## src/rtl/message_encoder.sv

```systemverilog
// Five-beat frame encoder: data0..data3 followed by a two's-complement checksum byte.
// Define MESSAGE_ENCODER_PREAMBLE_EN to prepend a 0xA5 sync byte (six-beat frame).
module message_encoder (
  input  logic       clk,
  input  logic       rst_n,
  input  logic       in_valid,
  output logic       in_ready,
  input  logic [7:0] data0,
  input  logic [7:0] data1,
  input  logic [7:0] data2,
  input  logic [7:0] data3,
  output logic       out_valid,
  input  logic       out_ready,
  output logic [7:0] out_data,
  output logic       out_last,
  output logic [7:0] frame_cnt
);

  // Handshakes: a beat moves on a rising edge where valid && ready; valid never
  // drops and the payload never changes while waiting for ready.
`ifdef MESSAGE_ENCODER_PREAMBLE_EN
  typedef enum logic [1:0] {IDLE = 2'd0, SEND = 2'd1, PRE = 2'd2} state_t;
  localparam logic [7:0] SYNC_BYTE = 8'hA5;
`else
  typedef enum logic [1:0] {IDLE = 2'd0, SEND = 2'd1} state_t;
`endif

  state_t     state_q, state_d;
  logic [2:0] idx_q, idx_d;
  logic [7:0] d0_q, d0_d, d1_q, d1_d, d2_q, d2_d, d3_q, d3_d;
  logic [7:0] csum_q, csum_d;
  logic [7:0] out_data_q, out_data_d;
  logic       out_valid_q, out_valid_d;
  logic       out_last_q, out_last_d;
  logic       in_ready_q, in_ready_d;
  logic [7:0] frame_cnt_q, frame_cnt_d;

  logic       accept;
  logic       xfer;
  logic [9:0] sum10;
  logic [9:0] neg10;
  logic [7:0] next_byte;

  assign accept = in_valid && in_ready_q;
  assign xfer   = out_valid_q && out_ready;

  // Sum is widened to 10 bits, negated, then truncated to the 8-bit checksum.
  assign sum10 = {2'b00, data0} + {2'b00, data1} + {2'b00, data2} + {2'b00, data3};
  assign neg10 = 10'd0 - sum10;

  always_comb begin
    next_byte = csum_q;
    case (idx_q)
      3'd0:    next_byte = d1_q;
      3'd1:    next_byte = d2_q;
      3'd2:    next_byte = d3_q;
      default: next_byte = csum_q;
    endcase
  end

  always_comb begin
    state_d     = state_q;
    idx_d       = idx_q;
    d0_d        = d0_q;
    d1_d        = d1_q;
    d2_d        = d2_q;
    d3_d        = d3_q;
    csum_d      = csum_q;
    out_data_d  = out_data_q;
    out_valid_d = out_valid_q;
    out_last_d  = out_last_q;
    in_ready_d  = in_ready_q;
    frame_cnt_d = frame_cnt_q;

    case (state_q)
      IDLE: begin
        if (accept) begin
          d0_d        = data0;
          d1_d        = data1;
          d2_d        = data2;
          d3_d        = data3;
          csum_d      = neg10[7:0];
          idx_d       = 3'd0;
          out_valid_d = 1'b1;
          out_last_d  = 1'b0;
          in_ready_d  = 1'b0;
`ifdef MESSAGE_ENCODER_PREAMBLE_EN
          state_d     = PRE;
          out_data_d  = SYNC_BYTE;
`else
          state_d     = SEND;
          out_data_d  = data0;
`endif
        end else begin
          in_ready_d = 1'b1;
        end
      end
`ifdef MESSAGE_ENCODER_PREAMBLE_EN
      PRE: begin
        if (xfer) begin
          state_d    = SEND;
          out_data_d = d0_q;
        end
      end
`endif
      SEND: begin
        if (xfer) begin
          if (idx_q == 3'd4) begin
            state_d     = IDLE;
            idx_d       = 3'd0;
            out_valid_d = 1'b0;
            out_data_d  = 8'h00;
            out_last_d  = 1'b0;
            in_ready_d  = 1'b1;
            frame_cnt_d = frame_cnt_q + 8'd1;
          end else begin
            idx_d      = idx_q + 3'd1;
            out_data_d = next_byte;
            out_last_d = (idx_q == 3'd3);
          end
        end
      end
      default: begin
        state_d     = IDLE;
        out_valid_d = 1'b0;
        out_data_d  = 8'h00;
        out_last_d  = 1'b0;
      end
    endcase
  end

  always_ff @(posedge clk or negedge rst_n) begin
    if (!rst_n) begin
      state_q     <= IDLE;
      idx_q       <= 3'd0;
      d0_q        <= 8'h00;
      d1_q        <= 8'h00;
      d2_q        <= 8'h00;
      d3_q        <= 8'h00;
      csum_q      <= 8'h00;
      out_data_q  <= 8'h00;
      out_valid_q <= 1'b0;
      out_last_q  <= 1'b0;
      in_ready_q  <= 1'b0;
      frame_cnt_q <= 8'h00;
    end else begin
      state_q     <= state_d;
      idx_q       <= idx_d;
      d0_q        <= d0_d;
      d1_q        <= d1_d;
      d2_q        <= d2_d;
      d3_q        <= d3_d;
      csum_q      <= csum_d;
      out_data_q  <= out_data_d;
      out_valid_q <= out_valid_d;
      out_last_q  <= out_last_d;
      in_ready_q  <= in_ready_d;
      frame_cnt_q <= frame_cnt_d;
    end
  end

  assign in_ready  = in_ready_q;
  assign out_valid = out_valid_q;
  assign out_data  = out_data_q;
  assign out_last  = out_last_q;
  assign frame_cnt = frame_cnt_q;

endmodule

```

## config.mk

```make
export PLATFORM = sky130hd
export DESIGN_NAME = message_encoder
export DESIGN_NICKNAME = d
export VERILOG_FILES = /design/src/rtl/message_encoder.sv
export SDC_FILE = /design/constraint.sdc
export NUM_CORES = 1
export LEC_CHECK = 0
export CORE_UTILIZATION = 55
export CTS_CLUSTER_DIAMETER = 50
export DETAILED_ROUTE_END_ITERATION = 10
export PLACE_DENSITY = 0.83
export RECOVER_POWER = 50
export SYNTH_ARGS = -nofsm -noshare
export SYNTH_HDL_FRONTEND = slang
export SYNTH_SLANG_ARGS = --single-unit
```

## constraint.sdc

```tcl
create_clock -name clk -period 3.4 [get_ports clk]
set_clock_uncertainty 0.1 [all_clocks]
set_input_delay 0.51 -clock clk [delete_from_list [all_inputs] [get_ports clk]]
set_output_delay 0.51 -clock clk [all_outputs]
set_load 0.01 [all_outputs]
```

# After elaboration in Yosys (flattened, before gate mapping)
# Index checks and enable logic that the tools add are counted.
[totals] reg_bits=56 inputBits=36 output_inout_bits=19
[classes] n_addsub=6 n_eq_ne=8 muxes=25 n_reduce_logical=11
[op_table] operator="$add A8 B8 Y8" n=3
[op_table] operator="$mux W8" n=3
[op_table] operator="$pmux W8 S3" n=1
[op_table] operator="$pmux W8 S2" n=1
[op_table] operator="$reduce_and A3 Y1" n=4
[op_table] operator="$mux W1" n=9
[op_table] operator="$mux W3" n=3
[op_table] operator="$add A8 B1 Y8 const B" n=1
[op_table] operator="$sub A1 B8 Y8 const A" n=1
[op_table] operator="$eq A3 B2 Y1 const B" n=2
[op_table] operator="$mux W2" n=3
[op_table] operator="$ne A2 B2 Y1 const B" n=3
[op_table] operator="$pmux W1 S2" n=3
[op_table] operator="$pmux W3 S2" n=1
[op_table] operator="$pmux W2 S2" n=1
[op_table] operator="$reduce_and A2 Y1" n=2
[op_table] operator="$add A3 B1 Y3 const B" n=1
[op_table] operator="$eq A3 B1 Y1 const B" n=1
[op_table] operator="$eq A3 B3 Y1 const B" n=1
[op_table] operator="$logic_not A3 Y1" n=1
[op_table] operator="$eq A2 B1 Y1 const B" n=1
[op_table] operator="$logic_and A1 B1 Y1" n=2
[op_table] operator="$logic_not A2 Y1" n=1
[op_table] operator="$reduce_bool A2 Y1" n=1

# Depth between registers and ports, before layout
# Gate-level depths: netlist of run 1.
[depth] depth_word=5 mapped_depth=12 depth_no_buf=12

# Worst setup path before layout of run 1
# Ideal clock, no wire load.
[synth_path] path_kind="input port to flip-flop" from="input data1[1]" to="register csum_q[6]" setup_ns=0.125 t_arrival_ns=3.205 t_required_ns=3.175 path_slack_ns=-0.030 path_stages=12 path_cell_list="inv_1 > fa_1 > inv_1 > fa_1 > fa_1 > inv_1 > ha_1 > fa_1 > a21o_1 > a21oi_1 > xor2_1 > o21ai_1"
[synth_between] elab_chain_cells=4
[synth_lines] item="start: declaration" line="9" rtl="input logic [7:0] data1,"
[synth_lines] item="$add A8 B8 Y8 (3 in series)" line="48" rtl="assign sum10 = {2'b00, data0} + {2'b00, data1} + {2'b00, data2} + {2'b00, data3};"
[synth_lines] item="$sub A1 B8 Y8" line="49" rtl="assign neg10 = 10'd0 - sum10;"
[synth_lines] item="end signal: assignment" line="153" rtl="csum_q <= csum_d;"
[synth_lines] item="end: declaration" line="31" rtl="logic [7:0] csum_q, csum_d;"
# No other way between the ends.
# A chain may end at the register's enable or synchronous reset.

# Final worst setup path of run 1
[layout_path] from="input data3[5]" to="register csum_q[7]"
[layout_between] elab_chain_cells=2
[layout_lines] item="start: declaration" line="11" rtl="input logic [7:0] data3,"
[layout_lines] item="$add A8 B8 Y8" line="48"
[layout_lines] item="$sub A1 B8 Y8" line="49"
# No other way between the ends.

==> results of run 1 <==
==> cells in the mapped netlist <==
cell | n | area share
clkbuf_8 | 1 | 0.0043
nand2b_1 | 7 | 0.014
fa_1 | 14 | 0.088
buf_4 | 2 | 0.0047
a222oi_1 | 8 | 0.025
xor2_1 | 5 | 0.014
or3_4 | 1 | 0.0035
or2b_1 | 1 | 0.0024
buf_6 | 4 | 0.014
xnor3_1 | 2 | 0.014
a21boi_1 | 7 | 0.017
dfrtp_1 | 54 | 0.43
nor2_2 | 1 | 0.0020
ha_1 | 18 | 0.071
nand2_1 | 27 | 0.032
clkbuf_1 | 3 | 0.0035
xnor2_1 | 7 | 0.019
o21ai_1 | 22 | 0.035
and3b_1 | 1 | 0.0028
nand2_4 | 1 | 0.0035
a21o_1 | 2 | 0.0047
and4_1 | 2 | 0.0055
a221o_1 | 1 | 0.0031
buf_2 | 5 | 0.0079
a211oi_1 | 2 | 0.0047
and3_1 | 1 | 0.0020
buf_8 | 1 | 0.0047
nand3_1 | 7 | 0.011
nor2_1 | 17 | 0.020
or2_2 | 1 | 0.0020
nand3b_1 | 2 | 0.0047
mux2_1 | 11 | 0.039
a21oi_1 | 3 | 0.0047
a31oi_1 | 8 | 0.016
inv_1 | 40 | 0.047
a21boi_2 | 2 | 0.0071
nand4_1 | 2 | 0.0039
o21ai_0 | 11 | 0.017
==> logic make-up (layout without fill, tap and decap cells) <==
| kind of cell | after synthesis | count (layout) | synth area share |
|---|---|---|---|
| multiplexers | 11 | 11 | 0.0390 |
| XOR/XNOR | 14 | 14 | 0.0472 |
| AO/OA/AOI/OAI | 66 | 66 | 0.134 |
| AND/OR/NAND/NOR | 71 | 71 | 0.109 |
| buffers and inverters | 56 | 119 | 0.0866 |
| flip-flops | 54 | 54 | 0.425 |
| adder cells (fa/ha/maj) | 32 | 32 | 0.159 |
==> layer usage <==
layer | wire [µm] | track usage | vias to the layer above | share of wire
met2 | 3600 | 0.442 | 61 | 0.51
li1 | - | - | 1141 | -
met4 | 216 | 0.0926 | 0 | 0.031
met1 | 2850 | 0.317 | 1175 | 0.41
met3 | 339 | 0.0442 | 21 | 0.048
met5 | 0 | 0 | - | 0
==> cell type report <==
| type | instances | area share |
|---|---|---|
| Multi-Input combinational cell | 194 | 0.412 |
| Sequential cell | 54 | 0.338 |
| Timing Repair Buffer | 71 | 0.164 |
| Inverter | 40 | 0.0375 |
| Tap cell | 72 | 0.0225 |
| Clock buffer | 7 | 0.0191 |
| Clock inverter | 1 | 0.00750 |
==> sequential cells by signal, indices dropped and copies added, names as in the netlist <==
name,count
in_ready,1
out_data,8
d3_q,8
csum_q,8
frame_cnt,8
idx_q,3
d2_q,8
out_valid,1
out_last,1
d1_q,8
==> cell usage in the layout, fill, tap and decap left out, drive strengths merged <==
master	Yosys	layout
or2	1	1
clkdlybuf4s50	0	49
a222oi	8	8
nand2	28	28
a221o	1	1
or3	1	1
nor2	18	18
xnor3	2	2
nand4	2	2
dfrtp	54	54
nand2b	7	7
clkbuf	4	9
a21o	2	2
inv	40	40
xnor2	7	7
and3b	1	1
o21ai	33	33
and4	2	2
dlymetal6s2s	0	1
or2b	1	1
a21boi	9	9
ha	18	18
xor2	5	5
a31oi	8	8
buf	12	16
fa	14	14
mux2	11	11
a211oi	2	2
nand3	7	7
bufinv	0	1
dlygate4sd2	0	3
nand3b	2	2
and3	1	1
a21oi	3	3
==> worst min-delay path by stage <==
| stage | startpoint | end | cells past startpoint |
|---|---|---|---|
| after floorplan | rst_n | csum_q[0] | 0 |
| after global placement | frame_cnt[7] | frame_cnt[7] | 1 |
| final | frame_cnt[5] | frame_cnt[5] | 1 |
| after global routing | d3_q[1] | d3_q[1] | 2 |
| after detailed placement | d2_q[3] | d2_q[3] | 2 |
| after CTS | rst_n | d3_q[4] | 1 |
==> power by group through the flow <==
stage | Combinational [mW] | Sequential (mW) | Clock (mW)
2_1_floorplan | 0.972 | 1.11 | 0
3_3_place_gp | 1.35 | 1.12 | 0
3_5_place_dp | 1.40 | 1.14 | 0
4_1_cts | 1.45 | 1.13 | 0.434
5_1_grt | 1.69 | 1.17 | 0.469
6_report | 1.52 | 1.13 | 0.429
==> stage by stage <==
| step | hold slack [ns] | setup slack, ns | util | std cells | power, mW |
|---|---|---|---|---|---|
| after floorplan | 0.114 | 0.0202 | - | 304 | 2.08 |
| after global placement | 0.361 | -0.521 | 0.685 | 429 | 2.47 |
| after detailed placement | 0.378 | -0.592 | 0.685 | 429 | 2.54 |
| after CTS | 0.184 | 0.00581 | 0.713 | 439 | 3.01 |
| after global routing | 0.423 | -0.0138 | 0.722 | 439 | 3.33 |
| final | 0.390 | 0.0706 | 0.722 | 439 | 3.09 |
==> timing repair <==
action                                  4_1_cts  5_1_grt
buffers inserted                              2        0
pin swaps                                     9       10
endpoints found under the setup margin        4        4
resized for setup                            16       10
endpoints found under the hold margin         0        0
==> impl_metrics.csv, run 1 <==
group,metric,value,unit
run_status,status,"finished with violations",
run_status,violations,"capacitance limit, slew limit",
global_routing,first_global_vias,2481,
power_and_ir_drop,seq_power_share,0.367,
drt,drc,0,
power_and_ir_drop,combPwrFrac,0.494,
floorplan,die_area,0.00609,mm²
timing,worst_pin_slew,1.78,ns
yosys,synth_cell_types,38,
global_routing,grt_pass1_wl,11800,µm
yosys,syn_avg_cell_area,10.5,µm²
timing,slew_viol_final,35,
power_and_ir_drop,p_sw_frac,0.385,
worst_setup_path,timing.critical_path.slowest_cell_delay,0.56,ns
global_routing,grt_max_degree,35,
cells_and_area,multiInputGateArea,0.00165,mm²
yosys,syn_nets,372,
worst_setup_path,crit_slowest_cell,"fa_1",
drt,post_drt_wl_per_cell,15.9,µm
timing,setup_tns,0,ns
placement,portBuffers,54,
worst_setup_path,r2r-end,"frame_cnt[7]",
worst_setup_path,crit_chain,"clkdlybuf4s50_1, inv_2, fa_1, inv_2, fa_1, inv_1, ha_1, ha_1, o21ai_1, o21ai_1, and3b_1, a221o_1",
global_routing,grt_use_total,0.254,
clock_network,clock-sinks,54,
yosys,ys_warn_count,0,
cells_and_area,fillerInstances,424,
worst_setup_path,startpoint,"data3[5]",
clock_network,cts_tree,"built",
timing,finalSetupViolCount,0,
drt,finalWirelength,7000,µm
drt,vias_per_cell,5.46,
placement,hpwl,4770,µm
cells_and_area,regArea,0.00135,mm²
power_and_ir_drop,power_frac_clock,0.139,
drt,drtAntennaViolNets,0,
clock_network,cts_root_buf,"clkbuf_8",
power_and_ir_drop,intPower,1.90,mW
worst_setup_path,timing.critical_path.buf_inv,4,
cells_and_area,final_area,0.00400,mm²
worst_setup_path,r2r_cells,6,
worst_setup_path,path_delay_family,"adder cells",
clock_network,clk_pin_slew,0.09,ns
floorplan,coreArea,0.00554,mm²
cells_and_area,drive_gt1_frac,0.134,
clock_network,cts_buffer_depth,2,
yosys,synth_area,0.00318,mm²
worst_setup_path,worstReg2RegStart,"idx_q[0]",
placement,gp_congestion,0.814,
worst_setup_path,crit_path_start_kind,"input port",
worst_setup_path,arrival,3.42,ns
timing,finalHoldViolations,0,
timing,maxSlewHeadroom,-0.187,
drt,vias,2398,
timing,fin_crit_sh,0.979,
worst_setup_path,r2r_slack,1.11,ns
worst_setup_path,critPathRequiredTime,3.50,ns
clock_network,numCtsBuffers,5,
worst_hold_path,min_path_type,"flop to flop",
drt,drt_iter0_drc,126,
global_routing,antenna_found_initial,0,
cells_and_area,nets,434,
yosys,synth_sequential_area_ratio,0.425,
power_and_ir_drop,peakVddDrop,328,µV
clock_network,htree_levels,2,
worst_setup_path,critPathCapture,"csum_q[7]",
yosys,synth-seq-cells,54,
global_routing,grt_overflow,0,
floorplan,start_util,0.574,
cells_and_area,syn2layout_area_growth,25.9,%
worst_setup_path,worst-path-stages,12,
placement,place_area,0.00379,mm²
floorplan,die_w,78.0,µm
clock_network,ctsHoldBuffers,0,
power_and_ir_drop,switching_power,1.19,mW
worst_setup_path,crit_path_end_kind,"flop",
flow_run,max_cap_violations,1,
floorplan,rows,27,
timing,clock.fmax,300,MHz
floorplan,die_y,78.0,µm
drt,first_pass_iters,4,
worst_setup_path,crit_fanout,2,
power_and_ir_drop,p_leak,1.89,nW
worst_setup_path,critical_path_class,"input port to flop",
power_and_ir_drop,power_density,771,mW/mm²
floorplan,num_io_pins,55,
yosys,synthCells,304,
timing,period_needed,3.33,ns
clock_network,clk_latency,0.31,ns
cells_and_area,num_antenna_cells,0,
Power figures use the tool's default switching activity.
==> run 2, diff against run 1 <==
==> constraint.sdc (replaced) <==
create_clock -name clk -period 3.4 [get_ports clk]
set_clock_uncertainty 0.1 [all_clocks]
set_input_delay 0.68 -clock clk [delete_from_list [all_inputs] [get_ports clk]]
set_output_delay 0.68 -clock clk [all_outputs]
set_load 0.01 [all_outputs]
==> impl_metrics.csv, run 2 (synthesis results as in run 1) <==
group,metric,value,unit
timing,clock.fmax,297,MHz
cells_and_area,layout_commonest_cell,"dfrtp_1",
placement,hpwl,4910,µm
cells_and_area,syn2layout_area_growth,27.6,%
floorplan,start_util,0.574,
drt,drc,0,
power_and_ir_drop,p_leak,1.94,nW
worst_setup_path,crit_path_end_kind,"flop",
clock_network,ctsHoldBuffers,0,
worst_setup_path,critical_path_class,"input port to flop",
timing,finalSetupViolCount,0,
timing,whs,0.372,ns
worst_setup_path,r2r_slack,0.87,ns
cells_and_area,nets,437,
placement,portBuffers,54,
worst_setup_path,arrival,3.47,ns
cells_and_area,num_antenna_cells,0,
global_routing,grt_use_total,0.248,
drt,finalWirelength,7260,µm
cells_and_area,mostFrequentLayoutCells,"dfrtp_1 (54), clkdlybuf4s50_1 (37), nand2_1 (28)",
clock_network,clk_latency,0.31,ns
run_status,violations,"capacitance limit, slew limit",
placement,dp_cells,431,
clock_network,cts_buffer_depth,2,
worst_setup_path,crit_fanout,2,
drt,drt_iter0_drc,160,
clock_network,clk_pin_slew,0.10,ns
drt,first_pass_iters,5,
timing,slew_viol_final,35,
floorplan,die_w,78.0,µm
global_routing,grt_overflow,0,
cells_and_area,final_cells,442,
clock_network,numCtsBuffers,5,
power_and_ir_drop,peakVddDrop,318,µV
global_routing,antenna_found_initial,0,
floorplan,num_io_pins,55,
timing,maxSlewHeadroom,-0.220,
global_routing,first_global_vias,2482,
clock_network,clock-sinks,54,
placement,place_area,0.00383,mm²
run_status,status,"finished with violations",
floorplan,coreArea,0.00554,mm²
drt,vias,2436,
cells_and_area,fillerInstances,398,
clock_network,cts_root_buf,"clkbuf_8",
timing,finalHoldViolations,0,
global_routing,grt_max_degree,35,
worst_setup_path,critPathRequiredTime,3.50,ns
placement,gp_congestion,0.810,
worst_setup_path,r2r_cells,4,
clock_network,cts_tree,"built",
cells_and_area,final_area,0.00406,mm²
floorplan,die_y,78.0,µm
power_and_ir_drop,p_total,3.10,mW
floorplan,rows,27,
clock_network,htree_levels,2,
drt,drtAntennaViolNets,0,
drt,vias_per_cell,5.51,
timing,worst_pin_slew,1.83,ns
cells_and_area,drive_gt1_frac,0.192,
worst_setup_path,crit_path_start_kind,"input port",
global_routing,grt_pass1_wl,11600,µm
cells_and_area,fin_util,0.732,
timing,fin_crit_sh,0.991,
drt,post_drt_wl_per_cell,16.4,µm
worst_hold_path,hold_depth,1,
timing,worst_slack,0.0300,ns
floorplan,die_area,0.00609,mm²
placement,dpl_worst_slack,-0.623,ns
timing,setup_tns,0,ns
flow_run,max_cap_violations,1,
worst_hold_path,min_path_type,"flop to flop",
timing,period_needed,3.37,ns
power_and_ir_drop,power_density,763,mW/mm²
-- run 2: path summary, 6_finish.rpt --
| kind | endpoint | start |
|---|---|---|
| max | csum_q[7] | data1[5] |
| min | frame_cnt[7] | frame_cnt[7] |
| max reg2reg | d3_q[2] | out_valid |
| min reg2reg | frame_cnt[7] | frame_cnt[7] |
| max in group asynchronous | d3_q[1] | rst_n |
| min in group asynchronous | out_data[3] | rst_n |
-- run 2: power breakdown --
group          leakage (nW)  internal, mW  total (mW)  switching [mW]
Combinational          1.22         0.786        1.59           0.802
Clock                0.0472         0.164       0.376           0.212
Sequential            0.671         0.922        1.13           0.210
-- run 2: final cells by class --
type                    instances  area (µm²)  share of cell area
flip-flops and latches         54        1350               0.333
well taps                      72        90.1              0.0222
clock buffers                   6        82.6              0.0204
inverters                      40         153              0.0376
repair buffers                 74         669               0.165
clock inverters                 2        12.5             0.00308
multi-input cells             194        1700               0.419
-- run 2: layer usage --
layer  vias up  global-route usage  part of all wire  routed length, µm
li1       1152                   -                 -                  -
met1      1192               0.314              0.41               2990
met2        76               0.419              0.52               3750
met3        16              0.0465             0.046                334
met4         0               0.104             0.025                184
met5         -                   0                 0                  0
-- run 2: repair_timing --
action	4_1_cts	5_1_grt
gates resized for setup	29	26
endpoints found under the setup margin	5	2
pin swaps	24	20
setup buffers	0	3
-- run 2: critical path: stages --
cell	delay [ns]
clkdlybuf4s50_1	0.47
inv_2	0.05
fa_1	0.52
inv_2	0.05
fa_1	0.49
inv_1	0.07
ha_4	0.28
ha_4	0.20
o21ai_2	0.07
o21ai_2	0.08
and3b_1	0.17
a221o_1	0.32
==> run 3, diff against run 2 <==
DONT_BUFFER_PORTS = 1   (was not set)
PLACE_DENSITY = 0.7   (was 0.83)
SKIP_LAST_GASP = 1   (was not set)
==> impl_metrics.csv, run 3 (synthesis results as in run 1) <==
group,metric,value,unit
run_status,status,"finished with violations",
run_status,violations,"capacitance limit, slew limit",
clock_network,cts_buffer_depth,2,
placement,portBuffers,0,
placement,dp_cells,372,
timing,rsz0062_at_grt,"false",
placement,hpwl,4450,µm
global_routing,met2_usage,0.382,
global_routing,grt_use_met3,0.0500,
global_routing,antenna_found_initial,0,
cells_and_area,fin_util,0.607,
worst_setup_path,arrival,3.26,ns
cells_and_area,final_cells,381,
worst_hold_path,min_to,"d2_q[3]",
timing,period_needed,3.16,ns
timing,finalSetupViolCount,0,
cells_and_area,layout_commonest_cell,"dfrtp_1",
worst_setup_path,r2r_slack,1.09,ns
drt,vias,2136,
cells_and_area,fillerInstances,507,
floorplan,rows,27,
global_routing,grt_use_total,0.225,
timing,clock.fmax,316,MHz
drt,drc,0,
timing,worst_pin_slew,2.46,ns
global_routing,globalRoute.busiestLayer,"met2",
clock_network,htree_levels,2,
global_routing,gr-usage-met1,0.293,
worst_setup_path,critPathRequiredTime,3.50,ns
floorplan,num_io_pins,55,
cells_and_area,drive_gt1_frac,0.110,
clock_network,clk_pin_slew,0.10,ns
floorplan,die_y,78.0,µm
timing,finalHoldViolations,0,
power_and_ir_drop,peakVddDrop,337,µV
worst_setup_path,critical_path_class,"input port to flop",
floorplan,die_area,0.00609,mm²
global_routing,grt_overflow,0,
clock_network,clock-sinks,54,
timing,maxSlewHeadroom,-0.642,
timing,slew_viol_final,55,
drt,first_pass_iters,5,
floorplan,die_w,78.0,µm
clock_network,cts_resized,0,
worst_hold_path,min_path_type,"flop to flop",
cells_and_area,num_antenna_cells,0,
worst_setup_path,crit_fanout,3,
clock_network,cts_tree,"built",
worst_setup_path,crit_path_end_kind,"flop",
clock_network,cts_root_buf,"clkbuf_8",
timing,setup_tns,0,ns
power_and_ir_drop,power_density,801,mW/mm²
worst_hold_path,min-delay-start,"d2_q[3]",
drt,vias_per_cell,5.61,
drt,post_drt_wl_per_cell,16.1,µm
power_and_ir_drop,p_leak,1.65,nW
drt,finalWirelength,6130,µm
worst_setup_path,r2r_cells,6,
clock_network,clk_latency,0.31,ns
cells_and_area,syn2layout_area_growth,5.83,%
floorplan,start_util,0.574,
cells_and_area,mostFrequentLayoutCells,"dfrtp_1 (54), inv_1 (37), nand2_1 (27)",
global_routing,grt_max_degree,55,
global_routing,first_global_vias,2204,
floorplan,coreArea,0.00554,mm²
drt,drt_iter0_drc,158,
worst_setup_path,r2r-end,"frame_cnt[5]",
drt,drtAntennaViolNets,0,
cells_and_area,nets,376,
flow_run,max_cap_violations,1,
worst_hold_path,hold_depth,2,
worst_setup_path,worstReg2RegStart,"idx_q[0]",
timing,fin_crit_sh,0.929,
global_routing,grt_pass1_wl,10500,µm
placement,gp_congestion,0.756,
clock_network,numCtsBuffers,5,
worst_setup_path,crit_path_start_kind,"input port",
run 3: changes by cell type in the layout (fill, tap and decap cells not counted), sizes merged:
| cell | delta |
|---|---|
| dlygate4sd3 | -1 |
| dlygate4sd2 | -5 |
| clkdlybuf4s50 | -37 |
| buf | -7 |
| clkbuf | -6 |
| inv | +1 |
| clkdlybuf4s25 | +1 |
| dlymetal6s2s | -7 |
run 3: layout make-up:
type / count / area, µm² / share of cell area
inverter: 40 / 153 / 0.0454
clock inverter: 3 / 25.0 / 0.00744
sequential: 54 / 1350 / 0.402
multi-input combinational: 194 / 1580 / 0.468
tap: 72 / 90.1 / 0.0268
timing repair buffer: 13 / 100 / 0.0298
clock buffer: 5 / 68.8 / 0.0205
run 3: layer usage:
| metal | part of all wire | vias to the layer above |
|---|---|---|
| li1 | - | 1026 |
| met1 | 0.43 | 1054 |
| met2 | 0.50 | 50 |
| met3 | 0.058 | 6 |
| met4 | 0.011 | 0 |
| met5 | 0 | - |
run 3: where the power goes:
part	switching (mW)	internal, mW	leakage (nW)
sequential	0.256	0.922	0.671
combinational	0.614	0.525	0.933
clock	0.227	0.149	0.0447
total	1.10	1.60	1.65
run 3: critical path: stages:
cell and delay [ns]:
inv_1 0.06, fa_2 0.34, inv_1 0.10, fa_1 0.43, fa_1 0.56, inv_2 0.04
ha_4 0.16, fa_2 0.35, a21o_1 0.19, a21oi_2 0.12, xor2_1 0.14, o21ai_1 0.08
run 3: worst max-delay path by stage:
stage | start | to | slack [ns] | cells after the start
2_1_floorplan | data2[1] | csum_q[6] | 0.007 | 12
3_3_place_gp | data2[1] | csum_q[6] | -0.06 | 12
3_5_place_dp | data2[1] | csum_q[6] | -0.12 | 12
4_1_cts | data2[1] | csum_q[6] | 0.23 | 12
5_1_grt | rst_n | d2_q[3] | 0.11 | 1
6_report | data2[1] | csum_q[6] | 0.24 | 12
run 3: per-stage QoR:
| step | hold WS [ns] | power (mW) | setup slack, ns | cell area [µm²] |
|---|---|---|---|---|
| 6_report | 0.391 | 2.69 | 0.240 | 3360 |
| 5_1_grt | 0.388 | 2.94 | 0.107 | 3360 |
| 4_1_cts | 0.116 | 2.73 | 0.228 | 3380 |
| 3_5_place_dp | 0.286 | 2.34 | -0.116 | 3260 |
| 3_3_place_gp | 0.286 | 2.28 | -0.0602 | 3260 |
| 2_1_floorplan | 0.284 | 2.09 | 0.00659 | 3200 |
run 3: what timing repair did:
item / CTS / global route
hold buffers: 1 / 0
buffers inserted: 0 / 0
endpoints found under the hold margin: 54 / 0
